[src/rtl/ram_arbiter.sv]
// ---------------------------------------------------------------------------
// ram_arbiter
//
// Shares one single-port block RAM between two requesters:
//   SD port - DAT-line engine (fills RAM on multi-block reads, drains it on
//             multi-block writes).
//   CR port - OTP/cipher engine (in-place read-modify-write).
//
// Ownership is burst-oriented: the owner keeps the RAM while it requests or
// holds its lock. Contention from IDLE is resolved round-robin against the
// last port to give up the RAM. A waiting port preempts the owner after
// MAX_WAIT cycles of continuous request.
//
// Ports
//   iclk, irst              clock, asynchronous active-high reset
//   ireq_X / ilock_X        access request / hold grant across request gaps
//   iwe_X, iaddr_X,
//   iwdata_X                access type, word address, write data
//   ogrant_X                port X owns the RAM (decoded from state)
//   ovalid_X                read data on ordata belongs to port X
//   ordata                  shared read data (straight from the RAM)
//   oram_en/we/addr/wdata   RAM primitive control, muxed from the owner
//   iram_rdata              RAM read data, 1-cycle latency
//   opreempt                1-cycle pulse on the first cycle of a grant that
//                           was forced by the starvation limit
// ---------------------------------------------------------------------------
module ram_arbiter #(
  parameter int RAM_BLOCKS = 8,
  parameter int DATA_W     = 4,
  parameter int ADDR_W     = $clog2(RAM_BLOCKS * 1024),
  parameter int MAX_WAIT   = 64
) (
  input  logic              iclk,
  input  logic              irst,
  // SD port
  input  logic              ireq_sd,
  input  logic              ilock_sd,
  input  logic              iwe_sd,
  input  logic [ADDR_W-1:0] iaddr_sd,
  input  logic [DATA_W-1:0] iwdata_sd,
  output logic              ogrant_sd,
  output logic              ovalid_sd,
  // CR port
  input  logic              ireq_cr,
  input  logic              ilock_cr,
  input  logic              iwe_cr,
  input  logic [ADDR_W-1:0] iaddr_cr,
  input  logic [DATA_W-1:0] iwdata_cr,
  output logic              ogrant_cr,
  output logic              ovalid_cr,
  // Shared read data
  output logic [DATA_W-1:0] ordata,
  // RAM primitive
  output logic              oram_en,
  output logic              oram_we,
  output logic [ADDR_W-1:0] oram_addr,
  output logic [DATA_W-1:0] oram_wdata,
  input  logic [DATA_W-1:0] iram_rdata,
  // Status
  output logic              opreempt
);

  localparam int              CNT_W    = $clog2(MAX_WAIT + 1);
  localparam logic [CNT_W-1:0] WAIT_LIM = CNT_W'(MAX_WAIT - 1);

  // last_q records which port most recently gave up the RAM.
  localparam logic LAST_SD = 1'b0;
  localparam logic LAST_CR = 1'b1;

  typedef enum logic [1:0] {
    ST_IDLE = 2'd0,
    ST_SD   = 2'd1,
    ST_CR   = 2'd2
  } state_t;

  state_t           state_q, state_d;
  logic             last_q, last_d;
  logic [CNT_W-1:0] wait_cnt_q, wait_cnt_d;
  logic             preempt_q, preempt_d;
  logic             vld_sd_q, vld_sd_d;
  logic             vld_cr_q, vld_cr_d;

  logic             starve;
  logic             hold_sd, hold_cr;

  // Owner wants to keep the RAM this cycle.
  assign hold_sd = ireq_sd | ilock_sd;
  assign hold_cr = ireq_cr | ilock_cr;

  // The counter only advances while the non-owner is requesting, so
  // reaching the limit already implies a waiting port; the request term is
  // kept so a request that drops on the final cycle does not force a swap.
  always_comb begin
    starve = 1'b0;
    if (wait_cnt_q == WAIT_LIM) begin
      starve = (state_q == ST_SD) ? ireq_cr :
               (state_q == ST_CR) ? ireq_sd : 1'b0;
    end
  end

  // -------------------------------------------------------------------------
  // State register
  // -------------------------------------------------------------------------
  always_ff @(posedge iclk or posedge irst) begin
    if (irst) begin
      state_q    <= ST_IDLE;
      last_q     <= LAST_CR;
      wait_cnt_q <= '0;
      preempt_q  <= 1'b0;
      vld_sd_q   <= 1'b0;
      vld_cr_q   <= 1'b0;
    end else begin
      state_q    <= state_d;
      last_q     <= last_d;
      wait_cnt_q <= wait_cnt_d;
      preempt_q  <= preempt_d;
      vld_sd_q   <= vld_sd_d;
      vld_cr_q   <= vld_cr_d;
    end
  end

  // -------------------------------------------------------------------------
  // Next-state logic
  // A port's lock is only consulted while it owns the RAM, so a preempted
  // port's lock has no effect until it is granted again.
  // -------------------------------------------------------------------------
  always_comb begin
    state_d   = state_q;
    last_d    = last_q;
    preempt_d = 1'b0;

    case (state_q)
      ST_IDLE: begin
        if (ireq_sd && ireq_cr) begin
          state_d = (last_q == LAST_CR) ? ST_SD : ST_CR;
        end else if (ireq_sd) begin
          state_d = ST_SD;
        end else if (ireq_cr) begin
          state_d = ST_CR;
        end
      end

      ST_SD: begin
        if (!hold_sd || starve) begin
          state_d   = ireq_cr ? ST_CR : ST_IDLE;
          last_d    = LAST_SD;
          // Only a swap the owner did not ask for counts as a preemption.
          preempt_d = starve & hold_sd;
        end
      end

      ST_CR: begin
        if (!hold_cr || starve) begin
          state_d   = ireq_sd ? ST_SD : ST_IDLE;
          last_d    = LAST_CR;
          preempt_d = starve & hold_cr;
        end
      end

      default: begin
        state_d = ST_IDLE;
      end
    endcase

    if (state_d != state_q) begin
      wait_cnt_d = '0;
    end else if (((state_q == ST_SD) && ireq_cr) ||
                 ((state_q == ST_CR) && ireq_sd)) begin
      wait_cnt_d = wait_cnt_q + CNT_W'(1);
    end else begin
      wait_cnt_d = '0;
    end
  end

  // -------------------------------------------------------------------------
  // Output logic: grant decode, RAM mux, read-valid tagging
  // The valid is tagged with the port that issued the read, so a read
  // accepted on the last cycle of a grant still returns to its issuer.
  // -------------------------------------------------------------------------
  always_comb begin
    ogrant_sd  = (state_q == ST_SD);
    ogrant_cr  = (state_q == ST_CR);
    oram_en    = 1'b0;
    oram_we    = 1'b0;
    oram_addr  = '0;
    oram_wdata = '0;

    case (state_q)
      ST_SD: begin
        oram_en    = ireq_sd;
        oram_we    = ireq_sd & iwe_sd;
        oram_addr  = iaddr_sd;
        oram_wdata = iwdata_sd;
      end
      ST_CR: begin
        oram_en    = ireq_cr;
        oram_we    = ireq_cr & iwe_cr;
        oram_addr  = iaddr_cr;
        oram_wdata = iwdata_cr;
      end
      default: begin
        oram_en = 1'b0;
      end
    endcase

    vld_sd_d = ogrant_sd & ireq_sd & ~iwe_sd;
    vld_cr_d = ogrant_cr & ireq_cr & ~iwe_cr;
  end

  assign ovalid_sd = vld_sd_q;
  assign ovalid_cr = vld_cr_q;
  assign opreempt  = preempt_q;
  assign ordata    = iram_rdata;

endmodule

[config.mk]
export PLATFORM = sky130hd
export DESIGN_NAME = ram_arbiter
export DESIGN_NICKNAME = d
export VERILOG_FILES = /design/src/rtl/ram_arbiter.sv
export SDC_FILE = /design/constraint.sdc
export NUM_CORES = 1
export LEC_CHECK = 0
export CAP_MARGIN = 20
export CORE_ASPECT_RATIO = 0.7
export CORE_MARGIN = 4
export CORE_UTILIZATION = 28
export DETAILED_ROUTE_END_ITERATION = 8
export GPL_ROUTABILITY_DRIVEN = 1
export GPL_TIMING_DRIVEN = 1
export PLACE_DENSITY_LB_ADDON = 0.12
export SYNTH_ARGS = -nofsm -noshare
export SYNTH_HDL_FRONTEND = slang
export SYNTH_SLANG_ARGS = --single-unit
[constraint.sdc]
create_clock -name iclk -period 2.76 [get_ports iclk]
set_clock_uncertainty 0.15 [all_clocks]
set_input_delay 0.552 -clock iclk [delete_from_list [all_inputs] [get_ports iclk]]
set_output_delay 0.552 -clock iclk [all_outputs]
set_load 0.02 [all_outputs]
* Word-level counts from Yosys, hierarchy flattened
Cells that the tools add are included.
Storage, ports and cells: register bits after elaboration 13, bits in latches 0, memories kept 0, logic and storage cells 60, memory bits (read-only) 0, output and inout port bits 28, RAM bits 0
Operators by class: multiplexer cells 24, bitwise operators 12, add/subtract/negate cells 1, $lt $le $gt $ge 0, divide/modulo/power cells 0, equal/unequal tests 6, multipliers 0, reductions and logical operators 11, shift operators 0
Operator list (number):
- 13-bit one-hot mux with 2 select lines | 1
- 2-bit 2-to-1 mux | 7
- 7-bit 2-to-1 mux | 2
- 1-bit AND | 8
- 1-bit 2-to-1 mux | 8
- 1-bit one-hot mux with 2 select lines | 4
- 4-bit one-hot mux with 2 select lines | 1
- 7-bit by 1-bit adder with 7-bit output, second input constant | 1
- 7-bit by 6-bit equality test with 1-bit output, second input constant | 1
- 2-bit one-hot mux with 3 select lines | 1
- 2-bit by 1-bit != test with 1-bit output, second input constant | 2
- 1-bit logical AND | 3
- 1-bit logical OR | 3
- 3-bit AND reduction | 1
- 2-bit by 1-bit equality test with 1-bit output, second input constant | 1
- 2-bit equality test, second input constant | 1
- 1-bit logical NOT | 2
- 2-bit logical NOT | 1
- 2-bit != test | 1
- 1-bit NOT | 2
- 1-bit OR | 2
- 2-bit nonzero test | 1

* Logic depth before layout (Yosys ltp)
depth after elaboration 9, depth in mapped cells 8, gate-level depth less buffers 7

* Worst setup path after synthesis
OpenSTA, ideal clock, no wires.
kind reg-to-output, from reg state_q[1], to out oram_en, data required time 2.058 ns, path buffers 2, arrival time 1.958 ns, slack 0.100 ns, stages on the path, launching flop included 7, path through dfrtp_1 inv_1 ha_1 clkbuf_1 clkbuf_1 nand2_1 a21boi_1
On the way: word-level cells in the longest chain between the ends 2, elaborated cells on any way between the ends 3, those cells by class eq/ne: 2; mux: 1
RTL lines:
- start: declaration | RTL line 76 | state_t state_q, state_d;
- start signal: assignment | RTL line 113 | state_q <= state_d;
- 2-bit by 1-bit equality test with 1-bit output
- named net ogrant_sd | RTL line 41 | output logic ogrant_sd,
- 1-bit one-hot mux with 2 select lines | RTL line 188 | case (state_q)
- end: declaration | RTL line 54 | output logic oram_en,
The timed path passes the listed nets, and every way through them passes these cells.

* Final worst setup path
from reg state_q[1], to out oram_en
On the way: word-level cells in the longest chain between the ends 2, elaborated cells on any way between the ends 3, those cells by class eq/ne: 2; mux: 1
RTL lines (RTL line):
- 2-bit equality test or 2-bit by 1-bit equality test with 1-bit output (tied branches) | 188
- 1-bit one-hot mux with 2 select lines (*) | 188
Every way passes the cells marked *; elsewhere a longest branch is shown, timed or not.

==> flow_summary.yaml <==
sta:
  slew_headroom_pct: 63.1
  setup_violations: 0
  max_freq_ghz: 0.363
  fin_setup_tns_ns: 0
  hold_ws_ns: 0.352
  fin_crit_sh_pct: 99.9
  tightest_slew_ns: 0.553
  layout_setup_ws_ns: 0.00371
  slew_viol_final: 0
  fin_crit_ns: 2.76
  hold_violations: 0
  rsz0062_at_grt: "true"
clocking:
  cts_hold_buf: 0
  path_clk_slew_ns: 0.06
  cts_buffers: 3
  post-cts-setup-buffer-count: 0
  cts.sinks: 13
  cts_buffer_depth: 2
  cts_root_buf: "clkbuf_8"
  clkLatencyLatePin_ns: 0.25
  cts_tree: "built"
  htreeDepth: 1
hold_path:
  hp-class: "register to register"
  min_path_cells: 1
  min_to: "wait_cnt_q[0]"
  worstHoldStart: "wait_cnt_q[0]"
logic_synthesis:
  syn_area_per_cell_um2: 8.72
  async_flop_share_pct: 100
  synth_edf_count: 0
  syn_nets: 190
  synthFlopType: "dfrtp_1"
  synth_cells: 139
  ys_warn_count: 0
  ys_ff_latch: 13
  synth.cell_area_mm2: 0.00121
  synth_cell_types: 42
  seq_area_frac_synth_pct: 26.9
critical_path:
  endpoint_kind: "primary output"
  cpMaxStageDelayCell: "clkdlybuf4s50_1"
  cp-start-kind: "register"
  r2r-start: "state_q[1]"
  cp.arrival_ns: 2.05
  criticalPathCategory: "register to primary output"
  rrSetupSlack_ns: 0.15
  path_cells: "inv_1, ha_1, buf_4, nand2_1, a21boi_1, clkdlybuf4s50_1"
  slowest_delay_ns: 0.62
  r2r_end: "wait_cnt_q[5]"
  cp_max_fo: 7
  r2r_cells: 9
  crit_required_ns: 2.06
final_layout:
  num_antenna_cells: 0
  fin_cells: 262
  final_cell_mix: "clkdlybuf4s50_1 (51), nor2b_1 (19), a22oi_1 (17), buf_4 (15), dfrtp_1 (12)"
  fin_area_mm2: 0.00201
  syn_to_final_growth_pct: 65.9
  final_nets: 262
  layout-drive-gt1-share_pct: 12.4
  nFillCells: 385
  mostFrequentLayoutCell: "clkdlybuf4s50_1"
die:
  die-area_mm2: 0.00546
  start_util_pct: 30.0
  chipWidth_um: 86.7
  rows: 19
  die_height_um: 63.1
  io-pin-count: 74
  core_mm2: 0.00404
placed_design:
  routabilityCongestion: 0.924
  dp_slack_ns: -0.122
  portBuffers: 65
  hpwl_um: 3380
  placed_area_mm2: 0.00197
  placed_cells: 258
grt:
  grt_max_degree: 21
  antenna_found_initial: 0
  grt_pass1_vias: 1258
  grt_overflow: 0
  grtUsageTotal_pct: 15.2
  grt_pass1_wl_um: 6560
detailed_routing:
  drtAntennaViolNets: 0
  via_per_inst: 5.16
  drc: 0
  drt_wl_total_um: 4230
  drtIter0Drc: 63
  first_pass_iters: 4
  wl_per_cell_um: 16.1
  vias: 1352
run_status:
  status: "completed"
pwr:
  leakage_nw: 0.882
  peakVddDrop_uv: 662
  power_density_mw_per_mm2: 796
flow_run:
  cap_violations: 0
==> timing repair <==
action                     in CTS  in global routing
setup endpoints to repair      19                  9
pin swaps                       0                  0
gates resized for setup        12                  3
==> per-layer routing <==
metal / part of all wire [%] / GRT usage [%] / vias up
met1: 46 / 21.8 / 645
met2: 45 / 22.8 / 55
li1: - / - / 649
met5: 0 / 0 / -
met4: 0.50 / 1.95 / 0
met3: 8.8 / 4.82 / 3
==> sequential cells by signal, summed over array words and instances, names as in the netlist <==
signal / flops
wait_cnt_q: 7
state_q: 2
last_q: 1
opreempt: 1
ovalid_cr: 1
ovalid_sd: 1
==> through the flow <==
step / power, mW / utilization [%]
5_1_grt: 1.71 / 49.8
3_5_place_dp: 1.46 / 48.8
4_1_cts: 1.61 / 49.6
6_report: 1.60 / 49.8
2_1_floorplan: 0.992 / -
3_3_place_gp: 1.44 / 48.8
==> where the power goes <==
part / total [mW] / leakage, nW / internal (mW) / switching (mW)
registers: 0.252 / 0.175 / 0.226 / 0.0257
logic: 1.17 / 0.684 / 0.553 / 0.622
clock network: 0.176 / 0.0228 / 0.102 / 0.0735
total: 1.60 / 0.882 / 0.881 / 0.721
==> cells in the mapped netlist, types with 2 or more instances <==
| cell type | count | area share (%) |
|---|---|---|
| a21boi_1 | 4 | 2.5 |
| a22oi_1 | 17 | 11 |
| and3_1 | 2 | 1.0 |
| buf_2 | 2 | 0.83 |
| buf_4 | 5 | 3.1 |
| clkbuf_1 | 6 | 1.9 |
| dfrtp_1 | 12 | 25 |
| ha_1 | 5 | 5.2 |
| inv_1 | 5 | 1.5 |
| nand2_1 | 9 | 2.8 |
| nand3_1 | 6 | 2.5 |
| nor2_1 | 5 | 1.5 |
| nor2b_1 | 19 | 9.8 |
| nor4_1 | 6 | 3.1 |
| nor4b_1 | 2 | 1.4 |
| o211ai_1 | 2 | 1.2 |
| o21ai_0 | 3 | 1.2 |
| o21ai_1 | 2 | 0.83 |
| xor2_1 | 4 | 2.9 |
==> final cells by class <==
| class | instances | area (µm²) | area share [%] |
|---|---|---|---|
| clock buffers | 4 | 45.0 | 2.24 |
| inverters | 5 | 18.8 | 0.933 |
| multi-input cells | 108 | 800 | 39.7 |
| flip-flops and latches | 13 | 327 | 16.2 |
| well taps | 52 | 65.1 | 3.23 |
| repair buffers | 80 | 757 | 37.6 |
==> worst max-delay path by stage <==
stage	from	end	slack (ns)	cells after the start
finish	state_q[1]	oram_en	0.004	6
detailed placement	ireq_sd	wait_cnt_q[5]	-0.12	7
floorplan	state_q[1]	oram_en	0.10	6
global route	state_q[1]	oram_en	-0.15	4
global placement	ireq_sd	oram_we	0.00005	4
CTS	state_q[0]	oram_en	-0.01	4
==> worst max-delay path, delay by kind of cell, from the launching register on <==
family | cells | cell delay (ns)
compound gates | 1 | 0.17
fa+ha+maj | 1 | 0.26
simple gates | 1 | 0.07
flops | 1 | 0.40
buf+inv | 3 | 0.90
==> kinds of logic (layout without fill, tap and decap cells) <==
group | count (synthesis) | count (layout) | share of synthesized area [%]
flops | 13 | 13 | 26.9
buf+inv | 18 | 89 | 7.33
mux | 2 | 2 | 1.75
fa+ha+maj | 5 | 5 | 5.16
xor+xnor | 5 | 5 | 3.61
simple gates | 55 | 55 | 26.4
compound gates | 41 | 41 | 28.8
No activity file was read; power rests on OpenSTA's default activity.
